<file path="config.mk">
export PLATFORM = sky130hd
export DESIGN_NAME = arr_check_sched_flat
export DESIGN_NICKNAME = d
export VERILOG_FILES = /design/src/rtl/arr_check_sched_if.sv /design/src/rtl/arr_check_sched.sv /design/src/flat_wrapper.sv
export SDC_FILE = /design/constraint.sdc
export NUM_CORES = 1
export LEC_CHECK = 0
export ABC_AREA = 1
export CORE_MARGIN = 8
export CORE_UTILIZATION = 40
export CTS_CLUSTER_SIZE = 10
export DETAILED_ROUTE_END_ITERATION = 8
export PLACE_DENSITY_LB_ADDON = 0.05
export SLEW_MARGIN = 20
export SYNTH_ARGS = -nofsm -noshare
export SYNTH_HDL_FRONTEND = slang
export SYNTH_SLANG_ARGS = --single-unit
</file>
<file path="constraint.sdc">
create_clock -name clk -period 6.95 [get_ports clk]
set_input_delay 0.695 -clock clk [delete_from_list [all_inputs] [get_ports clk]]
set_output_delay 0.695 -clock clk [all_outputs]
set_load 0.05 [all_outputs]
</file>
<file path="src/rtl/arr_check_sched_if.sv">
// Handshake/bus bundle between the stimulus side and the arr check scheduler.
// master = stimulus side, slave = scheduler.
interface arr_check_sched_if #(
    parameter int N_ARR   = 6,
    parameter int MAX_LEN = 6
);
    localparam int IDX_W = (N_ARR > 1) ? $clog2(N_ARR) : 1;

    logic                       en;
    logic [N_ARR-1:0]           req;
    logic                       clr;
    logic [N_ARR*MAX_LEN-1:0]   sig_flat;
    logic [N_ARR*MAX_LEN-1:0]   rfr_flat;
    logic [N_ARR-1:0]           check_o;
    logic                       busy;
    logic                       done;
    logic [IDX_W-1:0]           done_idx;
    logic                       done_fail;
    logic [N_ARR-1:0]           fail_mask;
    logic [15:0]                mismatch_cnt;

    modport master (
        output en, req, clr, sig_flat, rfr_flat,
        input  check_o, busy, done, done_idx, done_fail, fail_mask, mismatch_cnt
    );

    modport slave (
        input  en, req, clr, sig_flat, rfr_flat,
        output check_o, busy, done, done_idx, done_fail, fail_mask, mismatch_cnt
    );
endinterface

</file>
<file path="src/rtl/arr_check_sched.sv">
// Round-robin scheduler for the arr[] check strobes: grants one instance at a time,
// holds its check line, then compares the instance's sig/rfr bits and logs the result.
module arr_check_sched #(
    parameter int N_ARR       = 6,
    parameter int MAX_LEN     = 6,
    parameter int HOLD_CYCLES = 2
) (
    input  logic              clk,
    input  logic              rst_n,
    arr_check_sched_if.slave  bus
);
    localparam int IDX_W = (N_ARR > 1) ? $clog2(N_ARR) : 1;

    typedef enum logic [1:0] {IDLE, ARM, CMP} state_t;

    state_t             state_q, state_d;
    logic [N_ARR-1:0]   pending_q;
    logic [IDX_W-1:0]   last_grant_q;
    logic [IDX_W-1:0]   grant_q;
    logic [3:0]         hold_q;
    logic [N_ARR-1:0]   fail_mask_q;
    logic [15:0]        mismatch_cnt_q;

    logic [IDX_W-1:0]   arb_idx;
    logic               arb_found;
    logic               do_grant;
    logic [N_ARR-1:0]   grant_clr;
    logic [N_ARR-1:0]   grant_onehot;
    logic [MAX_LEN-1:0] sig_slot, rfr_slot, cmp_mask;
    logic               mismatch;

    // Round-robin search starting one past the last granted instance.
    always_comb begin
        int cand;
        // NOTE: every comb output gets a default first so no path can infer a latch.
        arb_idx   = '0;
        arb_found = 1'b0;
        cand      = 0;
        for (int k = 1; k <= N_ARR; k++) begin
            cand = (int'(last_grant_q) + k) % N_ARR;
            if (!arb_found && pending_q[IDX_W'(cand)]) begin
                arb_found = 1'b1;
                arb_idx   = IDX_W'(cand);
            end
        end
    end

    assign do_grant     = (state_q == IDLE) && bus.en && arb_found;
    assign grant_clr    = do_grant ? (N_ARR'(1) << arb_idx) : '0;
    assign grant_onehot = N_ARR'(1) << grant_q;

    // Only bits [g:0] of the granted slot are meaningful for instance g.
    always_comb begin
        sig_slot = '0;
        rfr_slot = '0;
        cmp_mask = '0;
        for (int i = 0; i < N_ARR; i++) begin
            if (grant_q == IDX_W'(i)) begin
                sig_slot = bus.sig_flat[i*MAX_LEN +: MAX_LEN];
                rfr_slot = bus.rfr_flat[i*MAX_LEN +: MAX_LEN];
            end
        end
        for (int b = 0; b < MAX_LEN; b++) begin
            cmp_mask[b] = (b <= int'(grant_q));
        end
    end

    assign mismatch = |((sig_slot ^ rfr_slot) & cmp_mask);

    // State register, grant bookkeeping and hold counter.
    always_ff @(posedge clk or negedge rst_n) begin
        if (!rst_n) begin
            // NOTE: sequential state uses non-blocking assignments so every flop samples pre-edge values.
            state_q      <= IDLE;
            pending_q    <= '0;
            last_grant_q <= IDX_W'(N_ARR - 1);
            grant_q      <= '0;
            hold_q       <= '0;
        end else begin
            state_q   <= state_d;
            pending_q <= (pending_q & ~grant_clr) | bus.req;
            if (do_grant) begin
                grant_q      <= arb_idx;
                last_grant_q <= arb_idx;
            end
            hold_q <= (state_q == ARM) ? hold_q + 4'd1 : 4'd0;
        end
    end

    always_comb begin
        state_d = state_q;
        case (state_q)
            IDLE:    if (do_grant) state_d = ARM;
            ARM:     if (hold_q == 4'(HOLD_CYCLES - 1)) state_d = CMP;
            CMP:     state_d = IDLE;
            default: state_d = IDLE;
        endcase
    end

    always_comb begin
        bus.check_o   = (state_q == ARM) ? grant_onehot : '0;
        bus.busy      = (state_q != IDLE);
        bus.done      = (state_q == CMP);
        bus.done_idx  = (state_q == CMP) ? grant_q : '0;
        bus.done_fail = (state_q == CMP) && mismatch;
    end

    // A failure coincident with clr leaves only the fresh failure recorded.
    always_ff @(posedge clk or negedge rst_n) begin
        if (!rst_n) begin
            fail_mask_q    <= '0;
            mismatch_cnt_q <= '0;
        end else if (state_q == CMP && mismatch) begin
            if (bus.clr) begin
                fail_mask_q    <= grant_onehot;
                mismatch_cnt_q <= 16'd1;
            end else begin
                fail_mask_q <= fail_mask_q | grant_onehot;
                if (mismatch_cnt_q != 16'hFFFF) mismatch_cnt_q <= mismatch_cnt_q + 16'd1;
            end
        end else if (bus.clr) begin
            fail_mask_q    <= '0;
            mismatch_cnt_q <= '0;
        end
    end

    assign bus.fail_mask    = fail_mask_q;
    assign bus.mismatch_cnt = mismatch_cnt_q;
endmodule

</file>
<file path="src/flat_wrapper.sv">
// flat-port wrapper written by rule: the top's interface ports become plain ports
module arr_check_sched_flat 
#(
    parameter int N_ARR       = 6,
    parameter int MAX_LEN     = 6,
    parameter int HOLD_CYCLES = 2
)
  (clk, rst_n, bus_en, bus_req, bus_clr, bus_sig_flat, bus_rfr_flat, bus_check_o, bus_busy, bus_done, bus_done_idx, bus_done_fail, bus_fail_mask, bus_mismatch_cnt);
  arr_check_sched_if #(.N_ARR(N_ARR), .MAX_LEN(MAX_LEN)) bus_i ();
  input  logic clk;
  input  logic rst_n;
  input wire logic [$bits(bus_i.en)-1:0] bus_en;
  input wire logic [$bits(bus_i.req)-1:0] bus_req;
  input wire logic [$bits(bus_i.clr)-1:0] bus_clr;
  input wire logic [$bits(bus_i.sig_flat)-1:0] bus_sig_flat;
  input wire logic [$bits(bus_i.rfr_flat)-1:0] bus_rfr_flat;
  output wire logic [$bits(bus_i.check_o)-1:0] bus_check_o;
  output wire logic [$bits(bus_i.busy)-1:0] bus_busy;
  output wire logic [$bits(bus_i.done)-1:0] bus_done;
  output wire logic [$bits(bus_i.done_idx)-1:0] bus_done_idx;
  output wire logic [$bits(bus_i.done_fail)-1:0] bus_done_fail;
  output wire logic [$bits(bus_i.fail_mask)-1:0] bus_fail_mask;
  output wire logic [$bits(bus_i.mismatch_cnt)-1:0] bus_mismatch_cnt;
  assign bus_i.en = bus_en;
  assign bus_i.req = bus_req;
  assign bus_i.clr = bus_clr;
  assign bus_i.sig_flat = bus_sig_flat;
  assign bus_i.rfr_flat = bus_rfr_flat;
  assign bus_check_o = bus_i.check_o;
  assign bus_busy = bus_i.busy;
  assign bus_done = bus_i.done;
  assign bus_done_idx = bus_i.done_idx;
  assign bus_done_fail = bus_i.done_fail;
  assign bus_fail_mask = bus_i.fail_mask;
  assign bus_mismatch_cnt = bus_i.mismatch_cnt;
  arr_check_sched #(.N_ARR(N_ARR), .MAX_LEN(MAX_LEN), .HOLD_CYCLES(HOLD_CYCLES)) u_core (.clk(clk), .rst_n(rst_n), .bus(bus_i));
endmodule
</file>
==> impl_metrics.sql, run 1 <==
INSERT INTO impl_metrics (metric_group, metric, value, unit) VALUES
('setup_path', 'worst_path_most_repeated_cell', 'sky130_fd_sc_hd__nand2_1', ''),
('floorplanning', 'coreArea', '9240', 'sq um'),
('power', 'worst_ir_drop_on_vdd', '0.2224', 'mV'),
('placed_design', 'dpl-instance-area', '5006', 'sq um'),
('timing', 'finalMaxSlewViolations', '0', ''),
('run', 'maxCapViolations', '0', ''),
('floorplanning', 'horizontal_die_dimension', '113.7', 'um'),
('yosys', 'ys.warnings.count', '0', ''),
('power', 'power_density', '440.4', 'nW/um^2'),
('cts', 'cts-root-to-sink-buffers', '2', ''),
('global_routing', 'grt_pass1_vias', '3905', ''),
('yosys', 'ys_ff_latch', '39', ''),
('cts', 'number_of_sinks_on_the_clock_net', '39', ''),
('cts', 'clock_insertion_delay_worst_skew', '0.29', 'ns'),
('floorplanning', 'dieHeight', '113.7', 'um'),
('setup_path', 'worst-setup-path-type', 'flip-flop to primary output', ''),
('global_routing', 'gr-usage-met2', '33.06', '%'),
('detailed_routing', 'vias_per_cell', '4.939', ''),
('detailed_routing', 'ant_nets', '0', ''),
('cts', 'post-cts-setup-buffer-count', '0', ''),
('setup_path', 'crit_buf_inv', '4', ''),
('yosys', 'synth.avg_cell_area', '6.678', 'sq um'),
('detailed_routing', 'firstDrtPassIters', '5', ''),
('global_routing', 'grt_max_degree', '40', ''),
('timing', 'hold_violations', '0', ''),
('setup_path', 'critical_path.max_stage_delay', '0.82', 'ns'),
('yosys', 'netlist.area_leader.share', '24.24', '%'),
('placed_design', 'post-dp-hpwl', '8.986', 'mm'),
('timing', 'finalCritPeriodShare', '63.18', '%'),
('layout', 'post-route-cell-area', '5106', 'sq um'),
('global_routing', 'gr-usage-all-layers', '17.63', '%'),
('power', 'leakage_power', '0.002341', 'uW'),
('timing', 'timing_worst_slew_pin_value', '0.8831', 'ns'),
('detailed_routing', 'post-route-drc-count', '0', ''),
('yosys', 'number_of_unique_standard_cell_types_used_by_synthesis', '45', ''),
('yosys', 'asyncSetResetFlopFracSynth', '100.0', '%'),
('timing', 'fmax', '227.7', 'MHz'),
('layout', 'area_growth_syn_to_layout', '33.67', '%'),
('cts', 'cts-resized-gates', '0', ''),
('layout', 'layout_common_cells', '168 x sky130_fd_sc_hd__nand2_1, 112 x sky130_fd_sc_hd__clkdlybuf4s50_1, 56 x sky130_fd_sc_hd__inv_1, 55 x sky130_fd_sc_hd__nand3_1, 49 x sky130_fd_sc_hd__nor2_1', ''),
('yosys', 'yosys-top-cells-area', 'sky130_fd_sc_hd__dfrtp_1 24%, sky130_fd_sc_hd__nand2_1 17%, sky130_fd_sc_hd__nand3_1 7.2%', ''),
('run_status', 'status', 'finished clean', ''),
('layout', 'layout.nets', '773', ''),
('layout', 'final_layout_size_suffix_gt1_share', '11.78', '%'),
('timing', 'max-slew-margin-rel', '41.12', '%'),
('timing', 'setup_total_negative_slack', '0', 'ns'),
('setup_path', 'timing.critical_path.fanout_max', '21', ''),
('power', 'post-layout-total-power', '2249', 'uW'),
('cts', 'cts.root.buffer_cell', 'sky130_fd_sc_hd__clkbuf_8', ''),
('setup_path', 'arrival', '3.70', 'ns'),
('cts', 'clock_transition_at_the_registers_of_the_reported_paths', '0.07', 'ns'),
('cts', 'clock_tree_from_tritoncts', 'yes', ''),
('yosys', 'synthDominantAreaCellType', 'sky130_fd_sc_hd__dfrtp_1', ''),
('layout', 'antenna_diode_instance_count', '0', ''),
('global_routing', 'busiest_layer', 'met2', ''),
('layout', 'multiInputGateArea', '2475', 'sq um'),
('timing', 'fin_skew', '0.006660', 'ns'),
('setup_path', 'worst_path_dominant_cell_family', 'buffers and inverters', ''),
('yosys', 'syn-cell-area', '3820', 'sq um'),
('layout', 'mostFrequentLayoutCell', 'sky130_fd_sc_hd__nand2_1', ''),
('floorplanning', 'die_area', '12930', 'sq um'),
('cts', 'cts.htree.levels', '2', ''),
('cts', 'cts_made_buffers', '5', ''),
('floorplanning', 'pin_count', '116', ''),
('setup_path', 'cp-start-kind', 'flip-flop', ''),
('yosys', 'yosysSeqAreaShare', '25.61', '%'),
('setup_path', 'worst_setup_path_end_kind', 'primary output', ''),
('layout', 'fillerInstances', '935', ''),
('yosys', 'synth_top_flop_cell', 'sky130_fd_sc_hd__dfrtp_1', ''),
('global_routing', 'grt_antenna_before_repair', '0', ''),
('placed_design', 'placement.io_buffers', '113', '');
## layer usage
layer  vias up  wire, um
met5         -         0
met4         0        62
met3         6       561
met2        75      6018
met1      1840      4660
li1       2070         -
## cells in the mapped netlist, types with 5 or more instances
master and number:
sky130_fd_sc_hd__xor2_1 8, sky130_fd_sc_hd__inv_2 13, sky130_fd_sc_hd__dfrtp_1 37, sky130_fd_sc_hd__nor2_1 49, sky130_fd_sc_hd__nand2_1 168, sky130_fd_sc_hd__xnor2_1 6
sky130_fd_sc_hd__nand3_1 55, sky130_fd_sc_hd__a31oi_1 6, sky130_fd_sc_hd__o21ai_1 21, sky130_fd_sc_hd__ha_1 13, sky130_fd_sc_hd__nand2_2 16, sky130_fd_sc_hd__nand3_2 15
sky130_fd_sc_hd__a21oi_1 9, sky130_fd_sc_hd__nand4_1 10, sky130_fd_sc_hd__nor2_2 6, sky130_fd_sc_hd__buf_6 5, sky130_fd_sc_hd__nand2_4 5, sky130_fd_sc_hd__inv_1 56
sky130_fd_sc_hd__o21ai_0 28
## stage by stage
step                      hold WS (ns)  std cells  setup slack (ns)
after detailed placement        0.4613        800             2.887
final                           0.4757        808             2.559
after global placement          0.4620        800             2.883
after CTS                       0.4789        808             2.548
after global routing            0.5112        808             2.310
after floorplan                 0.3994        572             3.926
## cells by family (layout without fill, tap and decap cells)
| group | Yosys count | count (layout) | synth area share, % |
|---|---|---|---|
| compound gates | 78 | 78 | 12.35 |
| flops | 39 | 39 | 25.61 |
| simple gates | 344 | 344 | 44.97 |
| xor+xnor | 14 | 14 | 3.210 |
| fa+ha+maj | 13 | 13 | 4.258 |
| buf+inv | 84 | 191 | 9.597 |
## flip-flops by register name, summed over array words and instances (netlist names)
signal and count:
u_core.pending_q 6, u_core.bus.mismatch_cnt 16, u_core.grant_q 3, u_core.bus.fail_mask 6
u_core.state_q 2, u_core.hold_q 4, u_core.last_grant_q 2
## area by class of cell
cell class | instances | area share (%)
timing repair buffer | 113 | 22.05
clock buffer | 8 | 1.960
multi-input combinational | 449 | 48.47
inverter | 70 | 5.195
tap | 129 | 3.161
sequential | 39 | 19.16
## worst register-to-register path: cells and delay by family, from the launching register on
family / cells / cell delay (ns)
buffers and inverters: 3 / 0.45
and+or+nand+nor: 19 / 1.66
adders and majority gates: 2 / 0.50
DFF: 1 / 0.78
## power breakdown
| part | leakage (uW) | switching [uW] | internal, uW |
|---|---|---|---|
| logic | 0.00179 | 1150 | 575 |
| registers | 0.000497 | 78.3 | 276 |
| clock network | 0.0000515 | 78.6 | 90.6 |
| total | 0.00234 | 1310 | 942 |
## worst paths after layout
check,start,end,slack [ns],depth (start not counted)
min in group asynchronous,rst_n,u_core.bus.mismatch_cnt[8],0.51,1
max in group asynchronous,rst_n,u_core.bus.mismatch_cnt[2],5.87,1
setup reg to reg,u_core.last_grant_q[0],u_core.pending_q[5],3.47,24
hold / removal,u_core.pending_q[5],u_core.pending_q[5],0.48,2
setup / recovery,u_core.grant_q[0],bus_done_fail,2.56,16
hold reg to reg,u_core.pending_q[5],u_core.pending_q[5],0.48,2
Power figures use the tool's default switching activity.
==> inputs of run 2 (changes only) <==
Clock period 6.95 ns to 3.5 ns, I/O delays scaled along.
==> impl_metrics.sql, run 2 (synthesis results as in run 1) <==
INSERT INTO impl_metrics (metric_group, metric, value, unit) VALUES
('run_status', 'status', 'finished clean', ''),
('cts', 'cts_made_buffers', '5', ''),
('power', 'leakage_power', '0.002378', 'uW'),
('cts', 'cts.htree.levels', '2', ''),
('timing', 'max-slew-margin-rel', '39.03', '%'),
('timing', 'layout_min_cycle_time', '3.203', 'ns'),
('detailed_routing', 'vias_per_cell', '4.914', ''),
('layout', 'mostFrequentLayoutCell', 'sky130_fd_sc_hd__nand2_1', ''),
('detailed_routing', 'firstDrtPassIters', '4', ''),
('detailed_routing', 'drtIter0Drc', '200', ''),
('min_path', 'min_path_type', 'primary input to asynchronous set/reset pin', ''),
('setup_path', 'arrival', '3.39', 'ns'),
('power', 'post-layout-total-power', '4578', 'uW'),
('global_routing', 'grt_overflow', '0', ''),
('layout', 'multiInputGateArea', '2480', 'sq um'),
('timing', 'hold_violations', '0', ''),
('setup_path', 'timing.critical_path.fanout_max', '6', ''),
('setup_path', 'regToRegStartpoint', 'u_core.last_grant_q[2]', ''),
('setup_path', 'reg2regPathDepth', '19', ''),
('global_routing', 'grt_antenna_before_repair', '0', ''),
('placed_design', 'pre_cts_ws', '0.2237', 'ns'),
('layout', 'area_growth_syn_to_layout', '35.44', '%'),
('cts', 'clock_tree_from_tritoncts', 'yes', ''),
('detailed_routing', 'wire_per_inst', '13.90', 'um'),
('layout', 'fillerInstances', '928', ''),
('layout', 'final_cells', '815', ''),
('floorplanning', 'row_count', '35', ''),
('setup_path', 'worst_setup_path_end_kind', 'flip-flop', ''),
('placed_design', 'placement.io_buffers', '113', ''),
('placed_design', 'routabilityCongestion', '0.8543', ''),
('floorplanning', 'initial_core_util', '41.34', '%'),
('placed_design', 'post-dp-hpwl', '9.022', 'mm'),
('cts', 'cts.root.buffer_cell', 'sky130_fd_sc_hd__clkbuf_8', ''),
('power', 'worst_ir_drop_on_vdd', '0.4846', 'mV'),
('placed_design', 'dp_cells', '804', ''),
('layout', 'final-seq-area', '978.4', 'sq um'),
('cts', 'clock_insertion_delay_worst_skew', '0.29', 'ns'),
('detailed_routing', 'route.final.wire_length', '11.33', 'mm'),
('floorplanning', 'horizontal_die_dimension', '113.7', 'um'),
('global_routing', 'gr-usage-all-layers', '17.72', '%'),
('layout', 'antenna_diode_instance_count', '0', ''),
('setup_path', 'worstPathRequired', '3.69', 'ns'),
('floorplanning', 'dieHeight', '113.7', 'um'),
('layout', 'final_layout_size_suffix_gt1_share', '13.12', '%'),
('setup_path', 'cp-start-kind', 'flip-flop', ''),
('setup_path', 'worst-setup-path-type', 'flip-flop to flip-flop', ''),
('setup_path', 'critical_path.reg2reg.endpoint', 'u_core.pending_q[0]', ''),
('layout', 'max_ffs_per_register', '16', ''),
('detailed_routing', 'post-route-drc-count', '0', ''),
('timing', 'final-setup-viol-count', '0', ''),
('timing', 'finalCritPeriodShare', '91.52', '%'),
('global_routing', 'grt_max_degree', '40', ''),
('cts', 'clock_transition_at_the_registers_of_the_reported_paths', '0.08', 'ns'),
('timing', 'timing_worst_slew_pin_value', '0.9145', 'ns'),
('timing', 'final_critical_path_setup_slack', '0.2967', 'ns'),
('cts', 'number_of_sinks_on_the_clock_net', '39', ''),
('placed_design', 'dpl-instance-area', '5046', 'sq um'),
('timing', 'rsz0062_at_grt', 'no', ''),
('layout', 'post-route-cell-area', '5174', 'sq um'),
('setup_path', 'timing.reg2reg.setup_slack', '0.30', 'ns'),
('timing', 'fin_skew', '0.005987', 'ns'),
('floorplanning', 'pin_count', '116', ''),
('detailed_routing', 'ant_nets', '0', ''),
('cts', 'cts-root-to-sink-buffers', '2', ''),
('power', 'power_density', '885.0', 'nW/um^2'),
('timing', 'setup_total_negative_slack', '0', 'ns'),
('global_routing', 'grt_pass1_wl', '18.82', 'mm'),
('global_routing', 'grt_pass1_vias', '4074', ''),
('run', 'maxCapViolations', '0', ''),
('timing', 'finalMaxSlewViolations', '0', ''),
('detailed_routing', 'dr_total_vias', '4005', ''),
('layout', 'layout.nets', '780', ''),
('timing', 'fmax', '312.2', 'MHz'),
('layout', 'layout_common_cells', '168 x sky130_fd_sc_hd__nand2_1, 111 x sky130_fd_sc_hd__clkdlybuf4s50_1, 56 x sky130_fd_sc_hd__inv_1, 55 x sky130_fd_sc_hd__nand3_1, 48 x sky130_fd_sc_hd__nor2_1', ''),
('floorplanning', 'die_area', '12930', 'sq um'),
('floorplanning', 'coreArea', '9240', 'sq um');
==> run 2: final cells by class <==
cell class,count,share of cell area (%)
clock buffers,8,1.935
inverters,70,5.127
multi-input cells,449,47.93
flip-flops and latches,39,18.91
well taps,129,3.120
repair buffers,120,22.97
==> run 2: how the worst max path moves through the flow <==
stage	from	to	cells after the start
finish	u_core.last_grant_q[2]	u_core.pending_q[0]	19
global route	u_core.last_grant_q[0]	u_core.pending_q[5]	24
CTS	u_core.last_grant_q[2]	u_core.pending_q[1]	19
detailed placement	u_core.last_grant_q[2]	u_core.pending_q[1]	19
global placement	u_core.last_grant_q[2]	u_core.pending_q[0]	19
floorplan	u_core.last_grant_q[0]	u_core.pending_q[4]	23
==> run 2: routing by layer <==
metal / wire [um] / track usage (%)
met1: 4757 / 20.28
met2: 6097 / 33.14
met3: 402 / 3.275
met4: 72 / 3.908
met5: 0 / 0
==> run 2: metrics by stage <==
| step | util, % | hold WS (ns) |
|---|---|---|
| 2_1_floorplan | - | 0.05441 |
| 3_3_place_gp | 54.61 | 0.4618 |
| 3_5_place_dp | 54.61 | 0.4714 |
| 4_1_cts | 55.69 | 0.2085 |
| 5_1_grt | 55.99 | 0.2628 |
| 6_report | 55.99 | 0.1906 |
==> run 2: where the power goes <==
part	switching (uW)	total [uW]	internal [uW]	leakage [uW]
combinational	2390	3600	1210	0.00183
clock	159	339	180	0.0000515
sequential	88.1	636	548	0.000497
total	2640	4580	1940	0.00238
==> run 2: timing repair <==
item                                    4_1_cts  5_1_grt
endpoints found under the setup margin        0        5
hold buffers                                  0        0
setup buffers                                 0        3
gates resized for setup                       0        2
==> run 2: worst max-delay path, stage by stage, from the launching register on <==
cell	delay (ns)
sky130_fd_sc_hd__dfstp_2	0.60
sky130_fd_sc_hd__inv_2	0.10
sky130_fd_sc_hd__ha_1	0.28
sky130_fd_sc_hd__a21oi_2	0.23
sky130_fd_sc_hd__inv_1	0.08
sky130_fd_sc_hd__ha_1	0.29
sky130_fd_sc_hd__nor2_1	0.11
sky130_fd_sc_hd__nand3_1	0.12
sky130_fd_sc_hd__nand2_1	0.10
sky130_fd_sc_hd__nand2_1	0.08
sky130_fd_sc_hd__nand2_2	0.08
sky130_fd_sc_hd__inv_1	0.06
sky130_fd_sc_hd__o21ai_1	0.11
sky130_fd_sc_hd__nand2_1	0.12
sky130_fd_sc_hd__nand4_1	0.14
sky130_fd_sc_hd__nand2_2	0.13
sky130_fd_sc_hd__nor3_4	0.28
sky130_fd_sc_hd__nand2_1	0.08
sky130_fd_sc_hd__nand2_1	0.06
sky130_fd_sc_hd__nand2_1	0.04
==> inputs of run 3 (changes only) <==
Settings changed: ABC_AREA 1 to 0, MAX_ROUTING_LAYER set to met4.
==> impl_metrics.sql, run 3 <==
INSERT INTO impl_metrics (metric_group, metric, value, unit) VALUES
('yosys', 'synthDominantAreaCellType', 'sky130_fd_sc_hd__dfrtp_1', ''),
('power', 'power_density', '859.0', 'nW/um^2'),
('detailed_routing', 'firstDrtPassIters', '4', ''),
('yosys', 'synth_edf_count', '0', ''),
('global_routing', 'gr-usage-all-layers', '18.13', '%'),
('yosys', 'synthTopCellsByCount', '43 x sky130_fd_sc_hd__nor2_1, 37 x sky130_fd_sc_hd__dfrtp_1, 19 x sky130_fd_sc_hd__inv_1, 18 x sky130_fd_sc_hd__nand2_1, 17 x sky130_fd_sc_hd__nand3_1', ''),
('floorplanning', 'dieHeight', '108.8', 'um'),
('detailed_routing', 'post-route-drc-count', '0', ''),
('layout', 'final-seq-area', '979.7', 'sq um'),
('layout', 'area_growth_syn_to_layout', '36.99', '%'),
('power', 'worst_ir_drop_on_vdd', '0.2589', 'mV'),
('layout', 'final_cells', '601', ''),
('setup_path', 'critical_path.reg2reg.endpoint', 'u_core.pending_q[5]', ''),
('setup_path', 'regToRegStartpoint', 'u_core.last_grant_q[2]', ''),
('layout', 'layout_common_cells', '95 x sky130_fd_sc_hd__clkdlybuf4s50_1, 43 x sky130_fd_sc_hd__nor2_1, 36 x sky130_fd_sc_hd__dfrtp_1, 23 x sky130_fd_sc_hd__buf_4, 19 x sky130_fd_sc_hd__inv_1', ''),
('cts', 'cts.htree.levels', '2', ''),
('global_routing', 'grt_max_degree', '40', ''),
('yosys', 'asyncSetResetFlopFracSynth', '100.0', '%'),
('setup_path', 'timing.critical_path.fanout_max', '6', ''),
('layout', 'multiInputGateArea', '2257', 'sq um'),
('cts', 'clock_tree_from_tritoncts', 'yes', ''),
('timing', 'setup_total_negative_slack', '0', 'ns'),
('layout', 'final_layout_size_suffix_gt1_share', '16.84', '%'),
('setup_path', 'crit_buf_inv', '3', ''),
('setup_path', 'cp-start-kind', 'flip-flop', ''),
('floorplanning', 'pin_count', '116', ''),
('setup_path', 'cp_slowest_cell', 'sky130_fd_sc_hd__dfstp_2', ''),
('cts', 'clock_transition_at_the_registers_of_the_reported_paths', '0.08', 'ns'),
('yosys', 'synth_top_flop_cell', 'sky130_fd_sc_hd__dfrtp_1', ''),
('timing', 'hold_violations', '0', ''),
('floorplanning', 'coreArea', '8551', 'sq um'),
('yosys', 'dominant_cell_by_count_in_the_synthesized_netlist', 'sky130_fd_sc_hd__nor2_1', ''),
('layout', 'mostFrequentLayoutCell', 'sky130_fd_sc_hd__clkdlybuf4s50_1', ''),
('setup_path', 'worst_path_cell_chain', 'inv_1 > ha_1 > a21oi_1 > inv_1 > ha_1 > nor2b_1 > a21oi_1 > and2_1 > o21ai_1 > buf_4 > nand3_1 > a21o_2 > a32oi_4 > nand3_1 > a21o_1', ''),
('floorplanning', 'horizontal_die_dimension', '108.8', 'um'),
('setup_path', 'worst-setup-path-type', 'flip-flop to flip-flop', ''),
('layout', 'max_ffs_per_register', '16', ''),
('timing', 'max-slew-margin-rel', '41.65', '%'),
('yosys', 'ys.warnings.count', '0', ''),
('setup_path', 'worstPathRequired', '3.70', 'ns'),
('detailed_routing', 'ant_nets', '0', ''),
('yosys', 'yosysSeqAreaShare', '28.38', '%'),
('placed_design', 'dp_cells', '592', ''),
('yosys', 'synthCells', '385', ''),
('setup_path', 'timing.reg2reg.setup_slack', '0.23', 'ns'),
('timing', 'timing_worst_slew_pin_value', '0.8752', 'ns'),
('yosys', 'syn-cell-area', '3447', 'sq um'),
('global_routing', 'grt_pass1_vias', '3428', ''),
('timing', 'finalCritPeriodShare', '93.50', '%'),
('cts', 'clock_insertion_delay_worst_skew', '0.30', 'ns'),
('yosys', 'number_of_unique_standard_cell_types_used_by_synthesis', '80', ''),
('timing', 'layout_min_cycle_time', '3.272', 'ns'),
('cts', 'cts.root.buffer_cell', 'sky130_fd_sc_hd__clkbuf_8', ''),
('power', 'leakage_power', '0.001988', 'uW'),
('cts', 'cts_made_buffers', '5', ''),
('yosys', 'ys_ff_latch', '39', ''),
('timing', 'rsz0062_at_grt', 'no', ''),
('setup_path', 'critical_path.max_stage_delay', '0.53', 'ns'),
('global_routing', 'grt_pass1_wl', '16.79', 'mm'),
('timing', 'final-setup-viol-count', '0', ''),
('timing', 'fin_skew', '0.009817', 'ns'),
('setup_path', 'worst_setup_path_end_kind', 'flip-flop', ''),
('cts', 'number_of_sinks_on_the_clock_net', '39', ''),
('yosys', 'syn-num-nets', '480', ''),
('detailed_routing', 'vias_per_cell', '5.481', ''),
('yosys', 'synth.avg_cell_area', '8.953', 'sq um'),
('layout', 'antenna_diode_instance_count', '0', ''),
('floorplanning', 'row_count', '34', ''),
('detailed_routing', 'drtIter0Drc', '115', ''),
('global_routing', 'grt_overflow', '0', ''),
('setup_path', 'reg2regPathDepth', '15', ''),
('floorplanning', 'initial_core_util', '40.31', '%'),
('timing', 'finalMaxSlewViolations', '0', ''),
('global_routing', 'grt_antenna_before_repair', '0', ''),
('floorplanning', 'die_area', '11840', 'sq um'),
('run', 'maxCapViolations', '0', ''),
('layout', 'fillerInstances', '772', ''),
('timing', 'fmax', '305.6', 'MHz'),
('min_path', 'min_path_type', 'primary input to asynchronous set/reset pin', ''),
('setup_path', 'worst_path_dominant_cell_family', 'compound AO/OA/AOI/OAI gates', ''),
('placed_design', 'placement.io_buffers', '97', ''),
('detailed_routing', 'route.final.wire_length', '10.03', 'mm'),
('placed_design', 'routabilityCongestion', '0.9166', ''),
('power', 'post-layout-total-power', '4056', 'uW'),
('detailed_routing', 'wire_per_inst', '16.69', 'um'),
('setup_path', 'crit_cells', '15', ''),
('placed_design', 'post-dp-hpwl', '7.987', 'mm'),
('cts', 'hold_buffers', '0', ''),
('yosys', 'yosys-top-cells-area', 'sky130_fd_sc_hd__dfrtp_1 27%, sky130_fd_sc_hd__ha_1 4.7%, sky130_fd_sc_hd__nor2_1 4.7%', ''),
('layout', 'layout.nets', '588', ''),
('cts', 'cts-root-to-sink-buffers', '2', ''),
('setup_path', 'arrival', '3.47', 'ns'),
('detailed_routing', 'dr_total_vias', '3294', ''),
('yosys', 'netlist.area_leader.share', '26.86', '%'),
('run_status', 'status', 'finished clean', '');
[run 3: cell types whose count changed after synthesis, sizes merged, moves of 7 or more]
cell	change
nand2	-171
nand3	-54
inv	-50
o21ai	-36
and3	+18
nor2	-17
mux2	+11
mux2i	+11
xnor2	+10
a21o	+7
nand2b	+7
nor2b	+7
[run 3: worst reg2reg max path: cells and delay by family, from the launching register on]
family	cells	cell delay (ns)
DFF	1	0.53
buffers and inverters	3	0.32
and+or+nand+nor	4	0.55
AOI/OAI and AO/OA	6	1.30
adders and majority gates	2	0.48
[run 3: worst max path at each step]
stage / from / endpoint / slack, ns
after floorplan: u_core.grant_q[1] / u_core.pending_q[1] / 0.006
after global placement: u_core.grant_q[1] / u_core.pending_q[0] / 0.19
after detailed placement: u_core.grant_q[1] / u_core.pending_q[0] / 0.12
after CTS: u_core.grant_q[1] / bus_done_fail / 0.07
after global routing: u_core.grant_q[0] / bus_done_fail / 0.000005
final: u_core.last_grant_q[2] / u_core.pending_q[5] / 0.23
[run 3: power by group]
group	leakage (uW)	internal, uW	switching (uW)	total (uW)
Clock	0.0000502	208	162	370
Combinational	0.00144	1330	1680	3020
Sequential	0.000496	548	123	671
[run 3: what timing repair did]
action                                 4_1_cts  5_1_grt
setup endpoints to repair                    0       18
resized for setup                            0        4
endpoints found under the hold margin        0        0
setup buffers                                0        2
[run 3: final cells by class]
cell class	count	share of cell area, %
sequential	39	20.75
clock buffer	5	1.457
tap	108	2.862
inverter	22	1.775
timing repair buffer	121	24.56
multi-input combinational	304	47.80
clock inverter	2	0.7949
[run 3: through the flow]
stage	utilization (%)	worst slack (ns)	area (sq um)	hold WS [ns]
detailed placement	53.64	0.1165	4587	0.4767
global placement	53.64	0.1879	4587	0.4738
floorplan	-	0.005792	3453	0.05441
CTS	54.89	0.06900	4693	0.1973
global route	55.22	0.000004663	4722	0.2589
finish	55.22	0.2276	4722	0.1699
[run 3: cells by family (layout without fill, tap and decap cells)]
group	after synthesis	after routing	synth area share, %
simple gates	152	152	23.67
fa+ha+maj	13	13	4.719
xor+xnor	22	22	5.808
buf+inv	42	150	6.497
mux	27	27	10.05
flops	39	39	28.38
compound gates	90	90	20.87
[run 3: metal layers]
metal	GRT usage (%)	part of all wire (%)
met1	21.60	43
met2	31.43	53
met3	3.605	3.5
met4	2.835	0.90
met5	-	0
